[src/rtl/xor_share_pkg.sv]
// Shared types and helpers for the single-gate word XOR arbiter.
// Latency: none (types, constants and a combinational helper only).
// Backpressure: n/a.
// Contents: FSM state enum, index-width helpers, and the round-robin picker rr_pick.
package xor_share_pkg;

    typedef enum logic [1:0] {
        IDLE  = 2'd0,
        SHIFT = 2'd1,
        DONE  = 2'd2
    } state_e;

    // Upper bound on requester count accepted by rr_pick; callers zero-extend req.
    localparam int unsigned RR_MAX_NREQ = 64;
    localparam int unsigned RR_IDX_W    = 6;

    typedef struct packed {
        logic                found;
        logic [RR_IDX_W-1:0] idx;
    } rr_pick_t;

    // Width of an index into n requesters (at least one bit).
    function automatic int unsigned idx_width(input int unsigned n);
        return (n > 1) ? $clog2(n) : 1;
    endfunction

    // First asserted request strictly after ptr, wrapping modulo nreq.
    // ptr itself is the last candidate visited, so a lone requester can win again.
    function automatic rr_pick_t rr_pick(input logic [RR_MAX_NREQ-1:0] req,
                                         input int unsigned            ptr,
                                         input int unsigned            nreq);
        rr_pick_t    res;
        int unsigned cand;
        res = '0;
        for (int unsigned k = 1; k <= RR_MAX_NREQ; k++) begin
            cand = (ptr + k) % nreq;
            if ((k <= nreq) && !res.found && req[cand]) begin
                res.found = 1'b1;
                res.idx   = RR_IDX_W'(cand);
            end
        end
        return res;
    endfunction

endpackage

[src/rtl/xor_bit.sv]
// Single two-input XOR cell; the only XOR gate in the arbiter datapath.
// Latency: purely combinational, zero cycles.
// Backpressure: none.
// Ports: input1, input2 -> op = input1 ^ input2.
module xor_bit (
    input  logic input1,
    input  logic input2,
    output logic op
);

    assign op = input1 ^ input2;

endmodule

[src/rtl/xor_share_arbiter.sv]
// Round-robin arbiter that serialises word-wide XOR requests through one xor_bit cell.
// Latency: grant at the request edge E0, done pulse in the cycle after E0+WIDTH, idle again at E0+WIDTH+1.
// Backpressure: req is a level; only sampled in IDLE, losers simply wait with req held.
// Ports: clk/rst (sync, active-high), req/a_in/b_in per requester (packed i*WIDTH),
//        gnt one-hot, busy, result/done/done_id for the finished word.
module xor_share_arbiter
    import xor_share_pkg::*;
#(
    parameter int NREQ  = 4,
    parameter int WIDTH = 8
) (
    input  logic                      clk,
    input  logic                      rst,
    input  logic [NREQ-1:0]           req,
    input  logic [NREQ*WIDTH-1:0]     a_in,
    input  logic [NREQ*WIDTH-1:0]     b_in,
    output logic [NREQ-1:0]           gnt,
    output logic                      busy,
    output logic [WIDTH-1:0]          result,
    output logic                      done,
    output logic [$clog2(NREQ)-1:0]   done_id
);

    localparam int IDW = idx_width(NREQ);
    localparam int CW  = $clog2(WIDTH + 1);

    state_e            state_q, state_d;
    logic [IDW-1:0]    ptr_q, ptr_d;
    logic [CW-1:0]     cnt_q, cnt_d;
    logic [WIDTH-1:0]  sha_q, sha_d;
    logic [WIDTH-1:0]  shb_q, shb_d;
    logic [WIDTH-1:0]  shr_q, shr_d;
    logic [WIDTH-1:0]  result_q, result_d;
    logic [IDW-1:0]    done_id_q, done_id_d;

    logic [RR_MAX_NREQ-1:0] req_ext;
    rr_pick_t               pick;
    logic [IDW-1:0]         win_idx;
    logic                   last_bit;
    logic                   xor_op;

    assign req_ext  = RR_MAX_NREQ'(req);
    assign pick     = rr_pick(req_ext, 32'(ptr_q), NREQ);
    assign win_idx  = IDW'(pick.idx);
    assign last_bit = (cnt_q == CW'(WIDTH - 1));

    // The shared gate always sees the current LSBs; its output is only used in SHIFT.
    xor_bit u_xor_bit (
        .input1 (sha_q[0]),
        .input2 (shb_q[0]),
        .op     (xor_op)
    );

    // State and datapath registers.
    always_ff @(posedge clk) begin
        if (rst) begin
            state_q   <= IDLE;
            ptr_q     <= IDW'(NREQ - 1);
            cnt_q     <= '0;
            sha_q     <= '0;
            shb_q     <= '0;
            shr_q     <= '0;
            result_q  <= '0;
            done_id_q <= '0;
        end else begin
            state_q   <= state_d;
            ptr_q     <= ptr_d;
            cnt_q     <= cnt_d;
            sha_q     <= sha_d;
            shb_q     <= shb_d;
            shr_q     <= shr_d;
            result_q  <= result_d;
            done_id_q <= done_id_d;
        end
    end

    // Next-state logic.
    always_comb begin
        state_d = state_q;
        unique case (state_q)
            IDLE:    if (pick.found) state_d = SHIFT;
            SHIFT:   if (last_bit)   state_d = DONE;
            DONE:    state_d = IDLE;
            default: state_d = IDLE;
        endcase
    end

    // Datapath next-values: capture on grant, shift one bit per SHIFT cycle.
    always_comb begin
        ptr_d     = ptr_q;
        cnt_d     = cnt_q;
        sha_d     = sha_q;
        shb_d     = shb_q;
        shr_d     = shr_q;
        result_d  = result_q;
        done_id_d = done_id_q;
        unique case (state_q)
            IDLE: begin
                if (pick.found) begin
                    ptr_d = win_idx;
                    cnt_d = '0;
                    sha_d = a_in[win_idx*WIDTH +: WIDTH];
                    shb_d = b_in[win_idx*WIDTH +: WIDTH];
                end
            end
            SHIFT: begin
                sha_d            = sha_q >> 1;
                shb_d            = shb_q >> 1;
                // LSB-first input: each new bit enters at the MSB so that after
                // WIDTH shifts bit 0 has walked down to position 0.
                shr_d            = shr_q >> 1;
                shr_d[WIDTH-1]   = xor_op;
                cnt_d            = cnt_q + CW'(1);
                if (last_bit) begin
                    result_d  = shr_d;
                    done_id_d = ptr_q;
                end
            end
            default: ;
        endcase
    end

    // Outputs decoded from state; ptr_q holds the owner for the whole transaction.
    always_comb begin
        gnt  = '0;
        busy = 1'b0;
        done = 1'b0;
        unique case (state_q)
            SHIFT: begin
                busy       = 1'b1;
                gnt[ptr_q] = 1'b1;
            end
            DONE: begin
                busy       = 1'b1;
                done       = 1'b1;
                gnt[ptr_q] = 1'b1;
            end
            default: ;
        endcase
    end

    assign result  = result_q;
    assign done_id = done_id_q;

endmodule

[config.mk]
export PLATFORM = sky130hd
export DESIGN_NAME = xor_share_arbiter
export DESIGN_NICKNAME = d
export VERILOG_FILES = /design/src/rtl/xor_share_pkg.sv /design/src/rtl/xor_bit.sv /design/src/rtl/xor_share_arbiter.sv
export SDC_FILE = /design/constraint.sdc
export NUM_CORES = 1
export LEC_CHECK = 0
export CORE_UTILIZATION = 50
export DETAILED_ROUTE_END_ITERATION = 7
export PLACE_DENSITY = 0.88
export SETUP_SLACK_MARGIN = 0.05
export SLEW_MARGIN = 10
export SYNTH_ARGS = -nofsm -noshare
export SYNTH_HDL_FRONTEND = slang
export SYNTH_HIERARCHICAL = 1
export SYNTH_SLANG_ARGS = --single-unit
[constraint.sdc]
create_clock -name clk -period 4.22 [get_ports clk]
set_input_delay 0.844 -clock clk [delete_from_list [all_inputs] [get_ports clk]]
set_output_delay 0.844 -clock clk [all_outputs]
set_load 0.1 [all_outputs]
== Word level (Yosys, flattened, before mapping) ==
Index checks and enable logic that the tools add are counted.
Storage, ports and cells
  flip-flop bits (word level): 42
  bits in latches: 0
  memory bits (writable): 0
  memory bits (read-only): 0
  output and inout port bits: 16
  logic and storage cells: 67
  memories kept: 0
Cells by class
  add/sub/neg operators: 5
  $mul: 0
  div/mod/pow operators: 0
  order comparisons: 6
  equality and inequality tests: 5
  shift-type cells: 2
  muxes and demuxes: 26
  bitwise logic cells: 1
  reduce and logical (&&, ||, !) cells: 14
Operators by type and width (count)
  $shiftx A32 B6 Y8: 2
  $pmux W8 S2: 2
  $lt A2 B7 Y1 const B: 4
  $mux W7: 4
  $mux W8: 2
  $bmux W1 S2: 4
  $mux W4: 2
  $pmux W4 S2: 1
  $reduce_and A2 Y1: 4
  $mux W1: 7
  $add A2 B1 Y2 const B: 2
  $add A2 B2 Y2 const B: 2
  $add A4 B1 Y4 const B: 1
  $eq A4 B3 Y1 const B: 1
  $logic_and A1 B1 Y1: 4
  $mux W2: 2
  $ne A2 B2 Y1 const B: 2
  $pmux W2 S2: 1
  $logic_not A1 Y1: 3
  $lt A2 B3 Y1 const B: 1
  $demux W1 S2: 1
  $eq A2 B1 Y1 const B: 1
  $eq A2 B2 Y1 const B: 1
  $ge A2 B1 Y1 const B: 1
  other kinds (4): 4

== Longest topological paths before layout ==
  depth in word-level cells: 16
  mapped depth: 16
  mapped depth without buffers: 9

== Hierarchy ==
Netlist, hierarchy kept.
By module, submodules not included
  xor_share_arbiter: instances 1, cells each 448, area an instance 3228.1 µm², sequential area each 820.8 µm²
  xor_bit: instances 1, cells each 1, area an instance 8.8 µm², sequential area each 0.0 µm²

== Worst setup path after synthesis ==
Ideal clock, no wire load.
  path kind: flip-flop to flip-flop
  from: reg ptr_q[0]
  to: reg sha_q[1]
  setup time: 0.088 ns
  arrival: 3.667 ns
  setup slack: 0.465 ns
  cell stages (with the launch flop): 16
  clock period less this slack: 3.755 ns
  path through: dfxtp_1 -> buf_6 -> clkbuf_1 -> inv_1 -> clkbuf_1 -> buf_1 -> ha_1 -> clkbuf_1 -> mux4_2 -> or4_4 -> mux2i_4 -> nor2_2 -> o21ai_2 -> buf_6 -> a21oi_1 -> nor4_2
On the way
  word-level cells in the longest chain between the ends: 16
Ends and longest elaborated chain
  start: declaration: line xor_share_arbiter.sv:28  | logic [IDW-1:0] ptr_q, ptr_d;
  start signal: assignment: line xor_share_arbiter.sv:58  | ptr_q <= IDW'(NREQ - 1);
  start signal: assignment: line xor_share_arbiter.sv:67  | ptr_q <= ptr_d;
  $add A2 B1 Y2: line xor_share_pkg.sv:36  | cand = (ptr + k) % nreq;
  $bmux W1 S2: line xor_share_pkg.sv:37  | if ((k <= nreq) && !res.found && req[cand]) begin
  $mux W1 (implied by the code): line xor_share_pkg.sv:37
  $mux W7: line xor_share_pkg.sv:37
  $logic_not A1 Y1: line xor_share_pkg.sv:37
  $logic_and A1 B1 Y1: line xor_share_pkg.sv:37
  $mux W7: line xor_share_pkg.sv:37
  $logic_not A1 Y1: line xor_share_pkg.sv:37
  $logic_and A1 B1 Y1: line xor_share_pkg.sv:37
  $mux W7: line xor_share_pkg.sv:37
  $logic_not A1 Y1: line xor_share_pkg.sv:37
  $logic_and A1 B1 Y1: line xor_share_pkg.sv:37
  $mux W7 (*): line xor_share_pkg.sv:37
  $shiftx A32 B6 Y8: line xor_share_arbiter.sv:102  | sha_d = a_in[win_idx*WIDTH +: WIDTH];
  $mux W8: line xor_share_arbiter.sv:99  | if (pick.found) begin
  $pmux W8 S2: line xor_share_arbiter.sv:97  | unique case (state_q)
  end signal: assignment: line xor_share_arbiter.sv:60  | sha_q <= '0;
  end signal: assignment: line xor_share_arbiter.sv:69  | sha_q <= sha_d;
  end: declaration: line xor_share_arbiter.sv:30  | logic [WIDTH-1:0] sha_q, sha_d;
Mark *: on every way between the ends. The rest lies on a longest branch, timed or not. The select of a mux whose other input is x is not followed.
A chain may end at the register's enable or synchronous reset.

== Final worst setup path ==
  from: in req[3]
  to: reg sha_q[1]
On the way
  word-level cells in the longest chain between the ends: 15
Ends and longest elaborated chain
  start: declaration: line xor_share_arbiter.sv:14  | input logic [NREQ-1:0] req,
  $bmux W1 S2: line xor_share_pkg.sv:37
  $mux W1 (implied by the code): line xor_share_pkg.sv:37
  $mux W7: line xor_share_pkg.sv:37
  $logic_not A1 Y1: line xor_share_pkg.sv:37
  $logic_and A1 B1 Y1: line xor_share_pkg.sv:37
  $mux W7: line xor_share_pkg.sv:37
  $logic_not A1 Y1: line xor_share_pkg.sv:37
  $logic_and A1 B1 Y1: line xor_share_pkg.sv:37
  $mux W7: line xor_share_pkg.sv:37
  $logic_not A1 Y1: line xor_share_pkg.sv:37
  $logic_and A1 B1 Y1: line xor_share_pkg.sv:37
  $mux W7 (*): line xor_share_pkg.sv:37
  $shiftx A32 B6 Y8: line xor_share_arbiter.sv:102
  $mux W8: line xor_share_arbiter.sv:99
  $pmux W8 S2: line xor_share_arbiter.sv:97
Marks and branches as above.

==> run summary <==
area fraction in compound gates after synthesis: 23.04%
Seq/Total Area, Yosys: 25.36%
VDD IR max: 0.5228 mV
Layout area overhead: 28.33%
Gate Count Post-Synth: 449
wire length per cell: 16.15 µm
CP endpoint kind: flip-flop
routability cong.: 0.8688
Critical Path Start Type: input port
Mapped Nets: 527
vias in the first global route: 3229
EDFF count, synth: 0
latest clock arrival within the worst-skew pair: 0.30 ns
Setup TNS: 0 ns
Avg Vias per Cell: 6.329
worst endpoint required time: 4.43 ns
max_slew headroom: 34.20%
IO Pins: 86
drt first pass iters: 5
DIE AREA: 6800 µm²
post-route ant nets: 0
Ant. Diodes: 0
CTS tree: built
f_max: 283.6 MHz
Final Routed Wirelength: 9413 µm
final hold violations: 0
placed inst area: 4050 µm²
Inserted Clock Buffers: 5
hold path depth: 2
Hold Crit Class: flip-flop to flip-flop
most common cell after layout, fill and taps aside: nor3_1
crit path from: req[3]
Site Rows: 28
port bufs: 85
Synth Warn #: 6
Core ar.: 6096 µm²
r2r setup slk: 0.70 ns
nets@finish: 586
Detail Placement HPWL: 6503 µm
Yosys cell types: 44
post-route cell area: 4154 µm²
post-synthesis cell area: 3237 µm²
unrepaired setup endpoints after global routing: false
fin crit period: 3.526 ns
initial antenna violation count: 0
largest area contributor in the netlist: dfxtp_1
dominant cells by area after synthesis: dfxtp_1 25%, nor3_1 13%, a21oi_1 9.6%
most frequent cells in the layout: 82 x nor3_1, 81 x clkdlybuf4s50_1, 62 x a21oi_1
largest family of logic cells by synthesized area: simple AND/OR/NAND/NOR gates
Die X: 82.46 µm
critical-path maximum fanout: 14
Synth Area per Inst: 7.209 µm²
H-tree depth: 2
drc violations: 0
CTS clk-pin slew, worst paths: 0.08 ns
GRT Residual Overflow: 0
Post-synth ARST share: 0%
Max Slew Vio Count: 0
crit share post-route: 83.55%
PwrDens: 685.3 nW/µm²
synthesis-stage register bit count: 41
Hold Crit Start: shr_q[1]
post-CTS setup buffer count: 0
largest net degree at the start of global routing: 91
clk sinks: 41
reg2reg path depth: 9
Via Count: 3690
Die Height: 82.46 µm
post-synthesis mux area share: 11.09%
Setup Viol. Count Final: 0
CTS root buffer: clkbuf_8
Bufs on Longest Clock Path: 2
# resized after CTS: 0
hold path endpoint: result[0]
CP Class: input port to flip-flop
Crit path arrival time: 3.73 ns
Crit path largest cell delay: 0.61 ns
total track usage: 28.38%
fraction of layout cells with a size suffix above 1: 10.43%
adder-cell share of the synthesized area: 3.092%
post-synthesis simple-gate area fraction: 30.50%
Post-Synth XOR/XNOR Area: 0.2706%
Reg-to-Reg Start: ptr_q[1]
Worst-Margin Slew: 0.9840 ns
outcome: completed
CP cell instances: clkdlybuf4s50_1 -> mux4_2 -> or4_4 -> mux2i_4 -> nor2_2 -> o21ai_2 -> a21oi_1 -> nor4_2
CTS Hold Bufs: 0
top cell type's share of synthesized area: 25.36%
initial drt markers: 358
RR Endpoint: sha_q[1]
Leakage Power: 0.001455 µW
critical path's slowest cell: mux4_2
most used flip-flop cell after synthesis: dfxtp_1
Starting Density: 53.10%
global-route wire length before repair: 14790 µm
MaxCap Viol Count: 0
skew final: 0.007273 ns
==> cells in the mapped netlist (5+ instances only) <==
master	count
ha_1	8
nor4_2	11
mux2_2	5
o22ai_1	14
mux2i_1	19
o21ai_0	31
dfxtp_1	41
and2_1	6
a21oi_2	5
nor3_1	82
clkbuf_1	27
nand2_1	27
a21oi_1	62
nor2_1	47
buf_2	7
inv_1	6
==> where the power goes <==
| part | switching [µW] | internal (µW) | total, µW |
|---|---|---|---|
| registers | 72.6 | 476 | 549 |
| logic | 1270 | 722 | 1990 |
| clock network | 134 | 172 | 306 |
| total | 1480 | 1370 | 2850 |
==> sequential cells by signal (all words and copies together), names as in the netlist <==
register and cells:
state_q 2, result 8, shb_q 8, cnt_q 4, shr_q 7, sha_q 8, done_id 2, ptr_q 2
==> per-layer routing <==
layer	routed length [µm]	up-vias	GRT usage (%)
met5	0	-	0
met3	800	24	5.385
met2	4494	205	48.60
li1	-	1760	-
met1	3863	1701	34.59
met4	254	0	11.93
==> stage by stage <==
stage | util, % | worst slack [ns] | instances | hold WS (ns) | total power [µW]
3_5_place_dp | 66.44 | 0.4517 | 576 | 0.4435 | 2507
5_1_grt | 68.14 | 0.5497 | 583 | 0.4874 | 3047
3_3_place_gp | 66.44 | 0.5230 | 576 | 0.4414 | 2460
6_report | 68.14 | 0.6943 | 583 | 0.4542 | 2847
2_1_floorplan | - | 0.4646 | 449 | 0.4259 | 2128
4_1_cts | 68.14 | 0.7259 | 583 | 0.4552 | 2824
==> worst max-delay path, delay by kind of cell <==
| family | cells | cell delay, ns |
|---|---|---|
| and+or+nand+nor | 3 | 0.89 |
| AOI/OAI and AO/OA | 2 | 0.53 |
| buffers and inverters | 1 | 0.58 |
| muxes | 2 | 0.88 |
==> worst max-delay path by stage <==
| stage | endpoint | slack [ns] | cells after the start |
|---|---|---|---|
| 6_report | sha_q[1] | 0.69 | 8 |
| 3_3_place_gp | sha_q[6] | 0.52 | 7 |
| 2_1_floorplan | sha_q[1] | 0.46 | 15 |
| 5_1_grt | shb_q[2] | 0.55 | 9 |
| 3_5_place_dp | sha_q[1] | 0.45 | 8 |
| 4_1_cts | sha_q[6] | 0.73 | 7 |
==> cells by family after synthesis <==
group / count (synthesis)
simple gates: 191
compound gates: 131
buf+inv: 48
flops: 41
mux: 29
fa+ha+maj: 8
xor+xnor: 1
==> cell type report <==
cell class | instances | area [µm²]
Multi-Input combinational cell | 360 | 2203
Fill cell | 512 | 1942
Timing Repair Buffer | 94 | 908.4
Sequential cell | 41 | 822.0
Tap cell | 75 | 93.84
Clock buffer | 5 | 68.82
Clock inverter | 2 | 35.03
Inverter | 6 | 22.52
Power figures use the tool's default switching activity.
==> RTL edit: new RTL, same settings <==
Re-encode `state_e` (3 states) as one-hot, 3 bits wide.
--- a/src/rtl/xor_share_pkg.sv
+++ b/src/rtl/xor_share_pkg.sv
@@ -4,10 +4,10 @@
 // Contents: FSM state enum, index-width helpers, and the round-robin picker rr_pick.
 package xor_share_pkg;
 
-    typedef enum logic [1:0] {
-        IDLE  = 2'd0,
-        SHIFT = 2'd1,
-        DONE  = 2'd2
+    typedef enum logic [2:0] {
+        IDLE  = 3'b001,
+        SHIFT = 3'b010,
+        DONE  = 3'b100
     } state_e;
 
     // Upper bound on requester count accepted by rr_pick; callers zero-extend req.
Check against the original RTL: no difference found for any inputs over 4 cycles, from zero or initial values and one cycle with rst high; so few cycles prove little.
==> RTL edit against the unedited design <==
Global-route usage down 5.2 points; sequential cell count up 1; routed wire length down 37%; area after synthesis down 21%; sequential share of layout area up 4.3 points; highest routed layer unchanged; first-iteration DRC count down 56%; worst setup slack better by 0.28 ns; largest cell class unchanged; design area down 16%; count of clock-buffer cells in the layout unchanged.
Power is not compared: it rests on default switching activity, and its combinational part moved more than twofold at a synthesized area within 25%.
==> RTL edit: results (changes against the unedited design) <==
outcome: "finished, final reports clean"
fin_crit_ns: 3.25  # -0.277 ns
crit_fanout: 26  # +12
grt_pass1_vias: 2218  # -31%
r2r_cells: 8  # -1
clkTransAtPathRegs_ns: 0.09
place_congestion: 0.830  # -4.5%
ir_drop_mv: 0.249
hpwl_um: 4380  # -33%
p_seq_uw: 513
synth_seq_area_share: 0.328  # +0.0742
hp-class: "flop to flop"
synth.area.top_cells: "dfxtp_1 (33%), mux2i_1 (21%), nand2_1 (4.5%)"
worst_pin_slew_ns: 1.06  # +0.0765 ns
synth.distinct_cells: 43  # -2.3%
rrSetupSlack_ns: 0.97  # +0.27 ns
grt_usage: 0.231  # -0.0523
crit_slowest_cell: "o21ai_4"
insertion_delay_ns: 0.31
cts_setup_buffers: 0  # unchanged
drive_gt1_frac: 0.0914  # -0.0129
nets: 435  # -26%
grt_antenna_before_repair: 0  # unchanged
holdPathEnd: "shr_q[1]$_SDFFE_PP0P_"
ys.flop_type: "dfxtp_1"
synth_fp_nets: 363  # -31%
pre_cts_slack_ns: 0.765  # +0.313 ns
htreeDepth: 2  # unchanged
vias_per_cell: 5.56  # -12%
synth_common_cells: "mux2i_1 (54), dfxtp_1 (42), nand2_1 (31)"
grt_pass1_wl_um: 9650  # -35%
postPlaceCellArea_sq_mm: 0.00340  # -16%
filler_cell_count: 397  # -22%
critPathLaunchType: "flop"
r2r_start: "ptr_q[1]$_SDFFE_PP1P_"
drtIter0Drc: 156  # -56%
hold_viol_final: 0  # unchanged
whs_ns: 0.466  # +0.0123 ns
critPathMaxStageDelay_ns: 0.81  # +0.20 ns
first_pass_iters: 4  # -1
cts.path.max_buffers: 2  # unchanged
cp.arrival_ns: 3.46  # -0.27 ns
hold_start: "shr_q[1]$_SDFFE_PP0P_"
routedWlPerCell_um: 13.8  # -15%
grt_max_degree: 30  # -67%
final.setup_skew_ns: 0.0115  # +0.00426 ns
r2r_end: "shb_q[2]$_SDFFE_PP0P_"
## RTL edit: cell types whose count changed after synthesis, moves of 7 or more
cell,delta
o21ai_1,+7
o22ai_1,-7
a22oi_1,+13
a21oi_1,-49
nor3_1,-80
nor2_1,-21
o21ai_0,-29
o22a_1,+7
clkbuf_1,-14
mux2i_1,+35
nor4_2,-11
## RTL edit: layer usage
metal | track usage | share of wire
met1 | 0.283 | 0.44
met3 | 0.0535 | 0.064
met5 | 0 | 0
met4 | 0.0940 | 0.019
met2 | 0.391 | 0.48
## RTL edit: per-stage QoR
stage	power [mW]	cells
after global routing	1.53	428
final	1.44	428
after detailed placement	1.18	420
after floorplan	1.04	288
after global placement	1.16	420
after CTS	1.44	428
## RTL edit: layout make-up
cell class / instances / area (sq um) / share of cell area
clock inverter: 3 / 23.8 / 0.00680
sequential: 42 / 841 / 0.241
clock buffer: 5 / 68.8 / 0.0197
tap: 67 / 83.8 / 0.0240
multi-input combinational: 219 / 1600 / 0.458
inverter: 4 / 15.0 / 0.00429
timing repair buffer: 88 / 861 / 0.246
## RTL edit: worst max-delay path: cells and delay by family, from the launching register on
kind            cells  cell delay, ns
compound gates      3            1.16
fa+ha+maj           1            0.50
buf+inv             1            0.16
flops               1            0.52
mux                 2            0.65
simple gates        1            0.15
## RTL edit: cell families (layout without fill, tap and decap cells)
group / after synthesis / in the layout / share of synthesized area
buffers and inverters: 27 / 100 / 0.0537
adder cells (fa/ha/maj): 5 / 5 / 0.0244
multiplexers: 58 / 58 / 0.241
AO/OA/AOI/OAI: 72 / 72 / 0.198
XOR/XNOR: 1 / 1 / 0.00342
AND/OR/NAND/NOR: 83 / 83 / 0.152
flip-flops: 42 / 42 / 0.328
